**src/rtl/rca_seq_add_ctrl.sv**
```systemverilog
// ---------------------------------------------------------------------------
// rca_seq_add_ctrl
//   Performs one WIDTH-bit addition as NSLICE = WIDTH/SLICE passes through a
//   single SLICE-bit ripple-carry slice. The carry between passes is held in
//   a register, so the longest combinational path is one slice, not WIDTH
//   bits. Used as the final carry-propagate stage behind the Wallace tree.
//
// Ports
//   clk        in   1      rising-edge clock
//   rst        in   1      asynchronous reset, active-high
//   in_valid   in   1      a, b, cin are valid
//   in_ready   out  1      operands are accepted (IDLE)
//   a, b       in   WIDTH  addends
//   cin        in   1      carry into slice 0
//   out_valid  out  1      sum/cout are valid (DONE)
//   out_ready  in   1      consumer takes the result
//   sum        out  WIDTH  registered (a+b+cin) mod 2^WIDTH
//   cout       out  1      registered carry out of the top slice
//   busy       out  1      high in RUN and DONE
// ---------------------------------------------------------------------------

// One-bit full adder; the slice is a plain ripple chain of these.
module full_adder (
    input  logic a,
    input  logic b,
    input  logic ci,
    output logic s,
    output logic co
);
    assign s  = a ^ b ^ ci;
    assign co = (a & b) | (ci & (a ^ b));
endmodule

module rca_seq_add_ctrl #(
    parameter int WIDTH = 128,
    parameter int SLICE = 16
) (
    input  logic             clk,
    input  logic             rst,
    input  logic             in_valid,
    output logic             in_ready,
    input  logic [WIDTH-1:0] a,
    input  logic [WIDTH-1:0] b,
    input  logic             cin,
    output logic             out_valid,
    input  logic             out_ready,
    output logic [WIDTH-1:0] sum,
    output logic             cout,
    output logic             busy
);

    localparam int NSLICE = WIDTH / SLICE;
    localparam int IDXW   = (NSLICE > 1) ? $clog2(NSLICE) : 1;

    generate
        if (WIDTH % SLICE != 0) begin : g_bad_slice
            $error("rca_seq_add_ctrl: WIDTH must be a multiple of SLICE");
        end
    endgenerate

    localparam logic [1:0] S_IDLE = 2'd0;
    localparam logic [1:0] S_RUN  = 2'd1;
    localparam logic [1:0] S_DONE = 2'd2;

    logic [1:0]       state;
    logic [IDXW-1:0]  idx;
    logic             carry;
    logic [WIDTH-1:0] a_q;
    logic [WIDTH-1:0] b_q;

    // Current slice operands and the ripple chain that adds them.
    logic [SLICE-1:0] sa;
    logic [SLICE-1:0] sb;
    logic [SLICE-1:0] rs;
    logic [SLICE:0]   rc;

    assign sa    = a_q[idx*SLICE +: SLICE];
    assign sb    = b_q[idx*SLICE +: SLICE];
    // The inter-slice carry enters only from the register, never from the
    // previous slice combinationally.
    assign rc[0] = carry;

    generate
        for (genvar i = 0; i < SLICE; i++) begin : g_fa
            full_adder u_fa (
                .a  (sa[i]),
                .b  (sb[i]),
                .ci (rc[i]),
                .s  (rs[i]),
                .co (rc[i+1])
            );
        end
    endgenerate

    assign in_ready  = (state == S_IDLE);
    assign out_valid = (state == S_DONE);
    assign busy      = (state == S_RUN) || (state == S_DONE);

    // NOTE: sequential state uses non-blocking assignments so every register
    // samples the pre-edge values; blocking here would create order-dependent
    // behaviour between idx, carry and sum.
    always_ff @(posedge clk or posedge rst) begin
        if (rst) begin
            state <= S_IDLE;
            idx   <= '0;
            carry <= 1'b0;
            a_q   <= '0;
            b_q   <= '0;
            sum   <= '0;
            cout  <= 1'b0;
        end else begin
            case (state)
                S_IDLE: begin
                    if (in_valid) begin
                        a_q   <= a;
                        b_q   <= b;
                        carry <= cin;
                        idx   <= '0;
                        sum   <= '0;
                        state <= S_RUN;
                    end
                end
                S_RUN: begin
                    sum[idx*SLICE +: SLICE] <= rs;
                    carry                   <= rc[SLICE];
                    if (idx == IDXW'(NSLICE - 1)) begin
                        cout  <= rc[SLICE];
                        state <= S_DONE;
                    end else begin
                        idx <= idx + IDXW'(1);
                    end
                end
                S_DONE: begin
                    // Result holds until taken; no accept in the same cycle.
                    if (out_ready) begin
                        state <= S_IDLE;
                    end
                end
                default: state <= S_IDLE;
            endcase
        end
    end

endmodule

```
**config.mk**
```make
export PLATFORM = sky130hd
export DESIGN_NAME = rca_seq_add_ctrl
export DESIGN_NICKNAME = d
export VERILOG_FILES = /design/src/rtl/rca_seq_add_ctrl.sv
export SDC_FILE = /design/constraint.sdc
export NUM_CORES = 1
export LEC_CHECK = 0
export BUFFER_PORTS_ARGS = -buffer_cell sky130_fd_sc_hd__buf_2
export CAP_MARGIN = 20
export CORE_ASPECT_RATIO = 1.4
export CORE_MARGIN = 2
export CORE_UTILIZATION = 49
export CTS_CLUSTER_DIAMETER = 100
export CTS_CLUSTER_SIZE = 24
export DETAILED_ROUTE_END_ITERATION = 16
export PLACE_DENSITY = 0.75
export SYNTH_ARGS = -nofsm -noshare
export SYNTH_HDL_FRONTEND = slang
export SYNTH_HIERARCHICAL = 1
export SYNTH_SLANG_ARGS = --single-unit
```
**constraint.sdc**
```tcl
create_clock -name clk -period 10.7 [get_ports clk]
set_input_delay 0.535 -clock clk [delete_from_list [all_inputs] [get_ports clk]]
set_output_delay 0.535 -clock clk [all_outputs]
set_load 0.02 [all_outputs]
```
== Yosys cells after proc, flatten, opt, wreduce, memory -nomap -nowiden ==
Cells that the tools add are included.

* Input bits: 261
* Register bits: 391
* Logic and storage cells: 120
* Output and inout bits: 132

* Reductions and logical operators: 8
* Equal/unequal tests: 7
* Mux-type cells: 12
* $add $sub $neg: 2
* Shift operators: 4
* Bitwise operators: 80

{| class="wikitable"
|+ Operators by type and width
! cell !! number
|-
| case mux 128 bit (2 select lines) || 1
|-
| indexed part select 128 x 8 -> 16 bit || 2
|-
| bitwise mux 128 bit || 1
|-
| two-way mux 128 bit || 1
|-
| variable shift 16 x 34 -> 128 bit, first input constant || 1
|-
| indexed part select 16 x 34 -> 128 bit || 1
|-
| negation 7 -> 34 bit || 1
|-
| AND 1 bit || 32
|-
| XOR 1 bit || 32
|-
| OR 1 bit || 16
|-
| two-way mux 2 bit || 3
|-
| two-way mux 3 bit || 2
|-
| case mux 2 bit (3 select lines) || 1
|-
| case mux 3 bit (2 select lines) || 1
|-
| AND reduction 2 bit || 3
|-
| AND reduction 3 bit || 2
|-
| != test 2 x 1 -> 1 bit, second input constant || 2
|-
| != test 2 bit, second input constant || 2
|-
| adder 3 x 1 -> 3 bit, second input constant || 1
|-
| equality test 3 bit, second input constant || 1
|-
| equality test 2 x 1 -> 1 bit, second input constant || 1
|-
| equality test 2 bit, second input constant || 1
|-
| zero test 2 bit || 1
|-
| case mux 1 bit (2 select lines) || 1
|-
| other kinds (3) || 3
|}

== Logic depth before layout (Yosys ltp) ==
Gate-level depths: netlist (run 1).

* Depth after elaboration: 36
* Mapped depth: 25
* Depth with buffers taken out: 22

== Modules after synthesis ==
The synthesis (run 1) kept the hierarchy.

{| class="wikitable"
|+ Modules (own cells, without submodules)
! module !! seq. area each (um2) !! area an instance (um2) !! cells an instance !! times used
|-
| rca_seq_add_ctrl || 9784.4 || 17334.1 || 1191 || 1
|-
| full_adder || 0.0 || 20.0 || 1 || 16
|}

== Least setup slack after synthesis (run 1) ==
Ideal clock, no wire load.

* Kind: flip-flop to flip-flop
* Start: reg idx[0]
* End: reg sum[15]
* Setup time: 79 ps
* Cell stages (with the launch flop): 25
* Buffers on the path: 3
* Slack: 2432 ps
* Required time: 10621 ps
* Clock period less this slack: 8268 ps
* Arrival time: 8188 ps
* Cell sequence: dfrtp_1 -> buf_2 -> buf_2 -> mux4_2 -> nand2_1 -> nand2_1 -> fa_1 -> fa_1 -> fa_1 -> fa_1 -> fa_1 -> fa_1 -> fa_1 -> fa_1 -> fa_1 -> fa_1 -> fa_1 -> fa_1 -> fa_1 -> fa_1 -> fa_1 -> fa_1 -> buf_1 -> nand3_1 -> mux2i_1

* Cells in the longest elaborated chain, start to end: 36

{| class="wikitable"
|+ Ends and longest elaborated chain
! what !! line !! source
|-
| from (decl) || 66 || <nowiki>logic [IDXW-1:0] idx;</nowiki>
|-
| from (signal assigned) || 130 || <nowiki>idx <= idx + IDXW'(1);</nowiki>
|-
| indexed part select 128 x 8 -> 16 bit * || 77 || <nowiki>assign sa = a_q[idx*SLICE +: SLICE];</nowiki>
|-
| named net sa[0] || 72 || <nowiki>logic [SLICE-1:0] sa;</nowiki>
|-
| XOR 1 bit || 31 || <nowiki>assign co = (a & b) | (ci & (a ^ b));</nowiki>
|-
| AND 1 bit || 31 ||
|-
| OR 1 bit * || 31 ||
|-
| named net rc[1] || 75 || <nowiki>logic [SLICE:0] rc;</nowiki>
|-
| AND 1 bit * || 31 ||
|-
| OR 1 bit * || 31 ||
|-
| named net rc[2] || 75 ||
|-
| (+2 left out) || -- ||
|-
| named net rc[3] || 75 ||
|-
| (+2 left out) || -- ||
|-
| named net rc[4] || 75 ||
|-
| (+2 left out) || -- ||
|-
| named net rc[5] || 75 ||
|-
| (+2 left out) || -- ||
|-
| named net rc[6] || 75 ||
|-
| (+2 left out) || -- ||
|-
| named net rc[7] || 75 ||
|-
| (+2 left out) || -- ||
|-
| named net rc[8] || 75 ||
|-
| (+2 left out) || -- ||
|-
| named net rc[9] || 75 ||
|-
| (+2 left out) || -- ||
|-
| named net rc[10] || 75 ||
|-
| (+2 left out) || -- ||
|-
| named net rc[11] || 75 ||
|-
| (+2 left out) || -- ||
|-
| named net rc[12] || 75 ||
|-
| (+2 left out) || -- ||
|-
| named net rc[13] || 75 ||
|-
| (+2 left out) || -- ||
|-
| named net rc[14] || 75 ||
|-
| AND 1 bit * || 31 ||
|-
| OR 1 bit * || 31 ||
|-
| named net rc[15] || 75 ||
|-
| XOR 1 bit * || 30 || <nowiki>assign s = a ^ b ^ ci;</nowiki>
|-
| named net rs[15] || 74 || <nowiki>logic [SLICE-1:0] rs;</nowiki>
|-
| indexed part select 16 x 34 -> 128 bit * || 124 || <nowiki>sum[idx*SLICE +: SLICE] <= rs;</nowiki>
|-
| bitwise mux 128 bit * || 124 ||
|-
| case mux 128 bit (2 select lines) * || 112 || <nowiki>case (state)</nowiki>
|-
| to (signal, indexed assignment) || 124 ||
|-
| to (decl) || 47 || <nowiki>output logic [WIDTH-1:0] sum,</nowiki>
|}

The timed path passes the listed nets; every way through them passes the cells marked *.
A chain may end at the register's enable or synchronous reset.

== Worst setup path after layout (run 1) ==
* Start: reg idx[0]
* End: reg carry

{| class="wikitable"
|+ RTL lines
! what !! line !! source
|-
| indexed part select 128 x 8 -> 16 bit * || 77 ||
|-
| named net sa[1] || 72 ||
|-
| XOR 1 bit || 31 ||
|-
| AND 1 bit || 31 ||
|-
| OR 1 bit * || 31 ||
|-
| named net rc[2] || 75 ||
|-
| AND 1 bit * || 31 ||
|-
| OR 1 bit * || 31 ||
|-
| named net rc[3] || 75 ||
|-
| (+2 left out) || -- ||
|-
| named net rc[4] || 75 ||
|-
| (+2 left out) || -- ||
|-
| named net rc[5] || 75 ||
|-
| (+2 left out) || -- ||
|-
| named net rc[6] || 75 ||
|-
| (+2 left out) || -- ||
|-
| named net rc[7] || 75 ||
|-
| (+2 left out) || -- ||
|-
| named net rc[8] || 75 ||
|-
| (+2 left out) || -- ||
|-
| named net rc[9] || 75 ||
|-
| (+2 left out) || -- ||
|-
| named net rc[10] || 75 ||
|-
| (+2 left out) || -- ||
|-
| named net rc[11] || 75 ||
|-
| (+2 left out) || -- ||
|-
| named net rc[12] || 75 ||
|-
| (+2 left out) || -- ||
|-
| named net rc[13] || 75 ||
|-
| (+2 left out) || -- ||
|-
| named net rc[14] || 75 ||
|-
| AND 1 bit * || 31 ||
|-
| OR 1 bit * || 31 ||
|-
| named net rc[15] || 75 ||
|-
| AND 1 bit * || 31 ||
|-
| OR 1 bit * || 31 ||
|-
| named net rc[16] || 75 ||
|-
| case mux 1 bit (2 select lines) * || 112 ||
|-
| to (signal assigned) || 117 || <nowiki>carry <= cin;</nowiki>
|-
| to (signal assigned) || 125 || <nowiki>carry <= rc[SLICE];</nowiki>
|-
| to (decl) || 67 || <nowiki>logic carry;</nowiki>
|}

Marked as above.

==> flow_summary.yaml, run 1 <==
outcome:
  status: "finished, final reports clean"
setup_path:
  crit_type: "reg2reg"
  arrival_ns: 9.24
  startpoint_type: "flip-flop"
  cp_max_fo: 29
  cp-end-kind: "flip-flop"
  cp_data_required_time_ns: 11.10
clock_network:
  clkLatencyLatePin_ns: 0.54
  cts-root-buf: "clkbuf_16"
  clockBufferDepth: 3
  cts_tree: "built"
  clock-sinks: 391
  cts_resized: 0
  cts_hold_buf: 0
  cts.htree.levels: 1
  cts_setup_buffers: 0
  clk_pin_slew_ns: 0.11
  cts_made_buffers: 20
power:
  vdd_drop_max_mv: 0.475
  cellPowerDensity_mw_per_mm2: 339
  leakage_uw: 0.00969
synthesis:
  synth_area_sq_mm: 0.0177
  netlist.area_leader.share_pct: 55.4
  yosys-top-cells-area: "dfrtp_1 55%, mux2_2 17%, mux4_2 8.2%, a22o_1 4.8%, nand2_1 3.1%"
  seq_area_frac_synth_pct: 55.4
  synth_edf_count: 0
  yosysTopAreaCell: "dfrtp_1"
  async_reset_ff_share_pct: 100
  ys.warnings.count: 6
  yosysUniqueCellTypes: 45
  syn_nets: 1494
  post_synth.cell_area_avg_sq_um: 14.6
  synth_cells: 1207
  ys.flop_type: "dfrtp_1"
  synth-seq-cells: 391
floorplanning:
  die_x_um: 164
  core_sq_mm: 0.0357
  io_pins: 393
  die_h_um: 229
  core.rowCount: 82
  die_area_sq_mm: 0.0376
  start_util_pct: 49.4
timing:
  skew_ns: 0.0294
  fin_ws_ns: 1.86
  setup_viol: 0
  hold_viol_final: 0
  period_share_pct: 82.6
  rsz0062_at_grt: "false"
  tightest_slew_ns: 1.08
  period_needed_ns: 8.84
  report.final.slew_viol_count: 0
  tns_ns: 0
  slew_headroom_pct: 27.8
  max_freq_ghz: 0.113
detailed_routing:
  ant_nets: 0
  route.detailed.drc: 0
  viasPerCell: 5.70
  drt-initial-drc-count: 899
  drt-total-wl_mm: 47.5
  vias: 11509
  drtPass1Iterations: 5
  wl_per_cell_um: 23.5
global_route:
  grt_usage_pct: 25.3
  overflow: 0
  grt_pass1_vias: 11959
  grt_first_pass_wirelength_mm: 71.7
  grt_max_degree: 189
  antenna_found_initial: 27
placed_design:
  portBuffers: 392
  dpl_worst_slack_ns: 1.86
  hpwl_mm: 34.8
  dp_cells: 1974
  gp_congestion: 0.818
final_layout:
  final_nets: 1822
  final_cell_mix: "392 x buf_2, 388 x dfrtp_1, 259 x mux2_2"
  layout_commonest_cell: "buf_2"
  layout-drive-gt1-share_pct: 50.7
  layout.cells.non_filler: 2019
  area_growth_pct: 15.7
hold_path:
  hp-class: "in2async"
run:
  drv_cap: 0
cell usage after synthesis, drive strengths merged (2+ instances only):
master and count:
nand4 14, o21ai 3, a21oi 2, nand2b 6
mux4 64, nand3 16, o22ai 3, mux2 260
o211ai 13, dfrtp 391, fa 16, a31oi 4
buf 68, ha 10, nand3b 3, clkbuf 32
a41oi 6, mux2i 20, inv 8, nand2 147
and2 2, a22o 96, nor3 3, nor4 6
area by class of cell:
| class | instances | area, sq um |
|---|---|---|
| Timing Repair Buffer | 406 | 2100 |
| Clock buffer | 23 | 533 |
| Tap cell | 462 | 578 |
| Inverter | 9 | 37.5 |
| Antenna cell | 20 | 50.0 |
| Fill cell | 2961 | 15300 |
| Multi-Input combinational cell | 707 | 7310 |
| Sequential cell | 391 | 9790 |
| Clock inverter | 1 | 20.0 |
path summary, 6_finish.rpt:
check	startpoint	to	slack, ns	cells after the start
setup / recovery	idx[0]$_DFFE_PP0P_	carry$_DFFE_PP0P_	1.86	22
hold / removal	rst	sum[0]$_DFFE_PP0P_	0.15	2
setup reg to reg	idx[0]$_DFFE_PP0P_	carry$_DFFE_PP0P_	1.86	22
hold reg to reg	sum[23]$_DFFE_PP0P_	sum[23]$_DFFE_PP0P_	0.51	1
max in group asynchronous	rst	b_q[61]$_DFFE_PP0P_	8.51	4
min in group clk	b[121]	b_q[121]$_DFFE_PP0P_	0.22	2
critical path: stages, from the launching register on:
cell and delay, ns:
dfrtp_4 0.82, buf_4 0.55, mux4_2 0.58, nand2_1 0.08, nand2_1 0.07, fa_1 0.43, fa_1 0.44, fa_1 0.40
fa_1 0.39, fa_1 0.39, fa_1 0.39, fa_1 0.40, fa_1 0.40, fa_1 0.39, fa_1 0.40, fa_1 0.42
fa_1 0.43, fa_1 0.39, fa_1 0.40, fa_1 0.41, mux2_2 0.28, o22ai_1 0.17, a21oi_1 0.07
cell families (layout without fill, tap and decap cells):
| kind of cell | after synthesis | count (layout) | share of synthesized area [%] |
|---|---|---|---|
| other | 0 | 20 | 0 |
| buffers and inverters | 109 | 439 | 3.24 |
| AND/OR/NAND/NOR | 207 | 207 | 5.95 |
| adder cells (fa/ha/maj) | 26 | 26 | 2.52 |
| multiplexers | 344 | 344 | 26.0 |
| AO/OA/AOI/OAI | 130 | 130 | 6.90 |
| flip-flops | 391 | 391 | 55.4 |
metal layers:
layer / track usage (%) / part of all wire (%)
met2: 42.6 / 51
met4: 11.8 / 4.4
met1: 31.0 / 38
met5: 0 / 0.22
met3: 5.28 / 6.6
state kept, by name (all words and copies together), names as in the netlist:
register,flops
cout,1
carry,1
state,2
idx,3
b_q,128
a_q,128
sum,128
through the flow:
stage          hold slack, ns  util [%]  power, uW  cell area [sq um]
2_1_floorplan           0.474         -       4780              17700
3_3_place_gp            0.481      55.4       5990              19800
3_5_place_dp            0.481      55.4       6110              19800
4_1_cts                 0.160      57.0       6930              20300
5_1_grt                 0.194      57.2       7240              20400
6_report                0.148      57.2       6920              20400
power by group:
| group | internal [uW] | switching, uW | total, uW |
|---|---|---|---|
| clock network | 360 | 474 | 834 |
| logic | 1450 | 2240 | 3690 |
| registers | 2040 | 345 | 2390 |
No activity file was read; power rests on OpenSTA's default activity.
==> inputs of run 2 (changes only) <==
==> constraint.sdc (replaced) <==
create_clock -name clk -period 7.7 [get_ports clk]
set_input_delay 0.385 -clock clk [delete_from_list [all_inputs] [get_ports clk]]
set_output_delay 0.385 -clock clk [all_outputs]
set_load 0.02 [all_outputs]
==> run 2 against run 1 <==
Compared with the run above:
- first-iteration DRC count shrank 10%
- combinational power grew 51%
- global-route usage grew 0.56 points
- clock-buffer cell count is the same
- clock power grew 39%
- die area is the same
- final area grew 0.91%
- clock skew shrank 0.0088 ns
- non-clock buffer count grew 13
- critical path depth shrank 1
- critical endpoint is now sum[127]$_DFFE_PP0P_
==> flow_summary.yaml, run 2 (same netlist as run 1, synthesis figures left out) <==
setup_path:
  startpoint_type: "flip-flop"
  rr_endpoint: "sum[127]$_DFFE_PP0P_"
  crit_start: "idx[0]$_DFFE_PP0P_"
  cpMaxStageDelayCell: "mux4_2"
  reg2reg_slack_ns: 0.20
  crit_top_cell: "fa_2"
  cp-end-kind: "flip-flop"
  cp_data_required_time_ns: 8.13
  reg2reg_depth: 21
  crit_type: "reg2reg"
  arrival_ns: 7.93
  critical-path-max-stage-delay_ns: 0.54
  path_cells: "mux4_2 -> nand2_1 -> nand2_1 -> fa_2 -> fa_2 -> fa_2 -> fa_2 -> fa_2 -> fa_2 -> fa_2 -> fa_2 -> fa_2 -> fa_2 -> fa_2 -> fa_2 -> fa_2 -> fa_2 -> fa_2 -> fa_2 -> buf_12 -> a22o_1"
  cp_max_fo: 8
  critPathTopFamily: "adder cells"
  reg2reg_from: "idx[0]$_DFFE_PP0P_"
  critPathBufInv: 1
detailed_routing:
  route.detailed.drc: 0
  drt-total-wl_mm: 48.3
  drt-initial-drc-count: 808
  top_layer_used: "met5"
  vias: 11606
  m1WireLength_mm: 18.0
  wl_met2_mm: 24.6
  drtPass1Iterations: 5
  wl_per_cell_um: 23.6
  wl_met3_mm: 3.13
  viasPerCell: 5.68
  ant_nets: 0
outcome:
  status: "finished, final reports clean"
placed_design:
  portBuffers: 392
  hpwl_mm: 35.4
  dpl_worst_slack_ns: -0.137
  gp_congestion: 0.834
  dpl_cell_area_sq_mm: 0.0199
timing:
  timing.hold.ws_ns: 0.0647
  tightest_slew_ns: 1.31
  tns_ns: 0
  setup_viol: 0
  period_needed_ns: 7.50
  period_share_pct: 97.4
  rsz0062_at_grt: "false"
  hold_viol_final: 0
  skew_ns: 0.0206
  slew_headroom_pct: 12.9
  max_freq_ghz: 0.133
  report.final.slew_viol_count: 0
  fin_ws_ns: 0.202
final_layout:
  final_cell_mix: "392 x buf_2, 388 x dfrtp_1, 259 x mux2_2"
  fin_util_pct: 57.7
  stdcell_area_sq_mm: 0.0206
  nFillCells: 2895
  area_growth_pct: 16.7
  top_regs: "a_q: 128 flops, b_q: 128 flops, sum: 128 flops"
  layout-drive-gt1-share_pct: 52.1
  final_nets: 1835
  layout_commonest_cell: "buf_2"
global_route:
  overflow: 0
  antenna_found_initial: 41
  grt_first_pass_wirelength_mm: 73.6
  grt_max_degree: 225
  grt_usage_pct: 25.8
  grt_pass1_vias: 12286
power:
  leakage_uw: 0.00974
  pwr-share-seq_pct: 32.8
  p_int_uw: 5620
  pwr-share-clk_pct: 11.6
  p_sw_share_pct: 43.8
  vdd_drop_max_mv: 0.527
  p_sw_uw: 4380
  cellPowerDensity_mw_per_mm2: 485
  pwr-share-comb_pct: 55.6
hold_path:
  hp-class: "in2reg"
  hold_end: "a_q[102]$_DFFE_PP0P_"
  min_path_cells: 2
  hp-start: "a[102]"
floorplanning:
  die_x_um: 164
  die_h_um: 229
  start_util_pct: 49.4
  io_pins: 393
  core_sq_mm: 0.0357
  die_area_sq_mm: 0.0376
  core.rowCount: 82
clock_network:
  cts_tree: "built"
  clockBufferDepth: 3
  clkLatencyLatePin_ns: 0.55
  clk_pin_slew_ns: 0.09
  cts_made_buffers: 20
  clock-sinks: 391
  cts-root-buf: "clkbuf_16"
  cts.htree.levels: 1
run:
  drv_cap: 0
==> run 2: cell count changes in the layout (fill, tap and decap cells not counted) <==
cell	before	now
buf_12	1	4
inv_16	1	0
clkinv_8	0	1
fa_2	0	16
dlygate4sd3_1	0	1
buf_16	1	0
diode_2	20	30
buf_4	12	22
clkinvlp_4	1	2
fa_1	16	0
==> run 2: per-stage QoR <==
stage          power (uW)  cells
3_5_place_dp         8750   1986
5_1_grt             10400   2040
3_3_place_gp         8570   1986
2_1_floorplan        6720   1207
4_1_cts              9970   2013
6_report            10000   2043
==> run 2: worst reg2reg max path, cell delays in order (launching register included) <==
cell and delay [ns]:
dfrtp_4 0.52, mux4_2 0.54, nand2_1 0.09, nand2_1 0.08, fa_2 0.39, fa_2 0.35, fa_2 0.36, fa_2 0.35
fa_2 0.35, fa_2 0.35, fa_2 0.35, fa_2 0.35, fa_2 0.35, fa_2 0.35, fa_2 0.35, fa_2 0.35
fa_2 0.35, fa_2 0.36, fa_2 0.35, fa_2 0.49, buf_12 0.16, a22o_1 0.20
==> run 2: final cells by class <==
class                   count  area (sq um)  area share, %
diodes                     30          75.1          0.364
clock buffers              23           533           2.59
clock inverters             2          23.8          0.115
inverters                   9          37.5          0.182
multi-input cells         707          7350           35.7
flip-flops and latches    391          9790           47.5
well taps                 462           578           2.80
repair buffers            419          2220           10.8
==> run 2: how the worst max path moves through the flow <==
stage	to	depth (start not counted)
detailed placement	sum[127]$_DFFE_PP0P_	21
global route	carry$_DFFE_PP0P_	22
finish	sum[127]$_DFFE_PP0P_	21
floorplan	sum[15]$_DFFE_PP0P_	24
CTS	sum[127]$_DFFE_PP0P_	21
global placement	sum[95]$_DFFE_PP0P_	21
==> run 2: power groups by stage <==
stage | sequential, uW | clock (uW) | combinational, uW
6_report | 3280 | 1160 | 5560
5_1_grt | 3370 | 1250 | 5800
2_1_floorplan | 3260 | 0 | 3460
3_3_place_gp | 3260 | 0 | 5320
3_5_place_dp | 3320 | 0 | 5430
4_1_cts | 3280 | 1200 | 5500
==> run 2: what timing repair did <==
item	in CTS	in global routing
hold buffers	1	0
pin swaps	1	1
resized for setup	5	3
buffers inserted	1	0
hold endpoints to repair	13	0
setup endpoints to repair	10	10
==> run 2: routing by layer <==
layer | up-vias | GRT usage [%]
met5 | - | 0
met2 | 439 | 43.1
met4 | 20 | 13.8
li1 | 5104 | -
met1 | 5906 | 31.4
met3 | 137 | 5.21
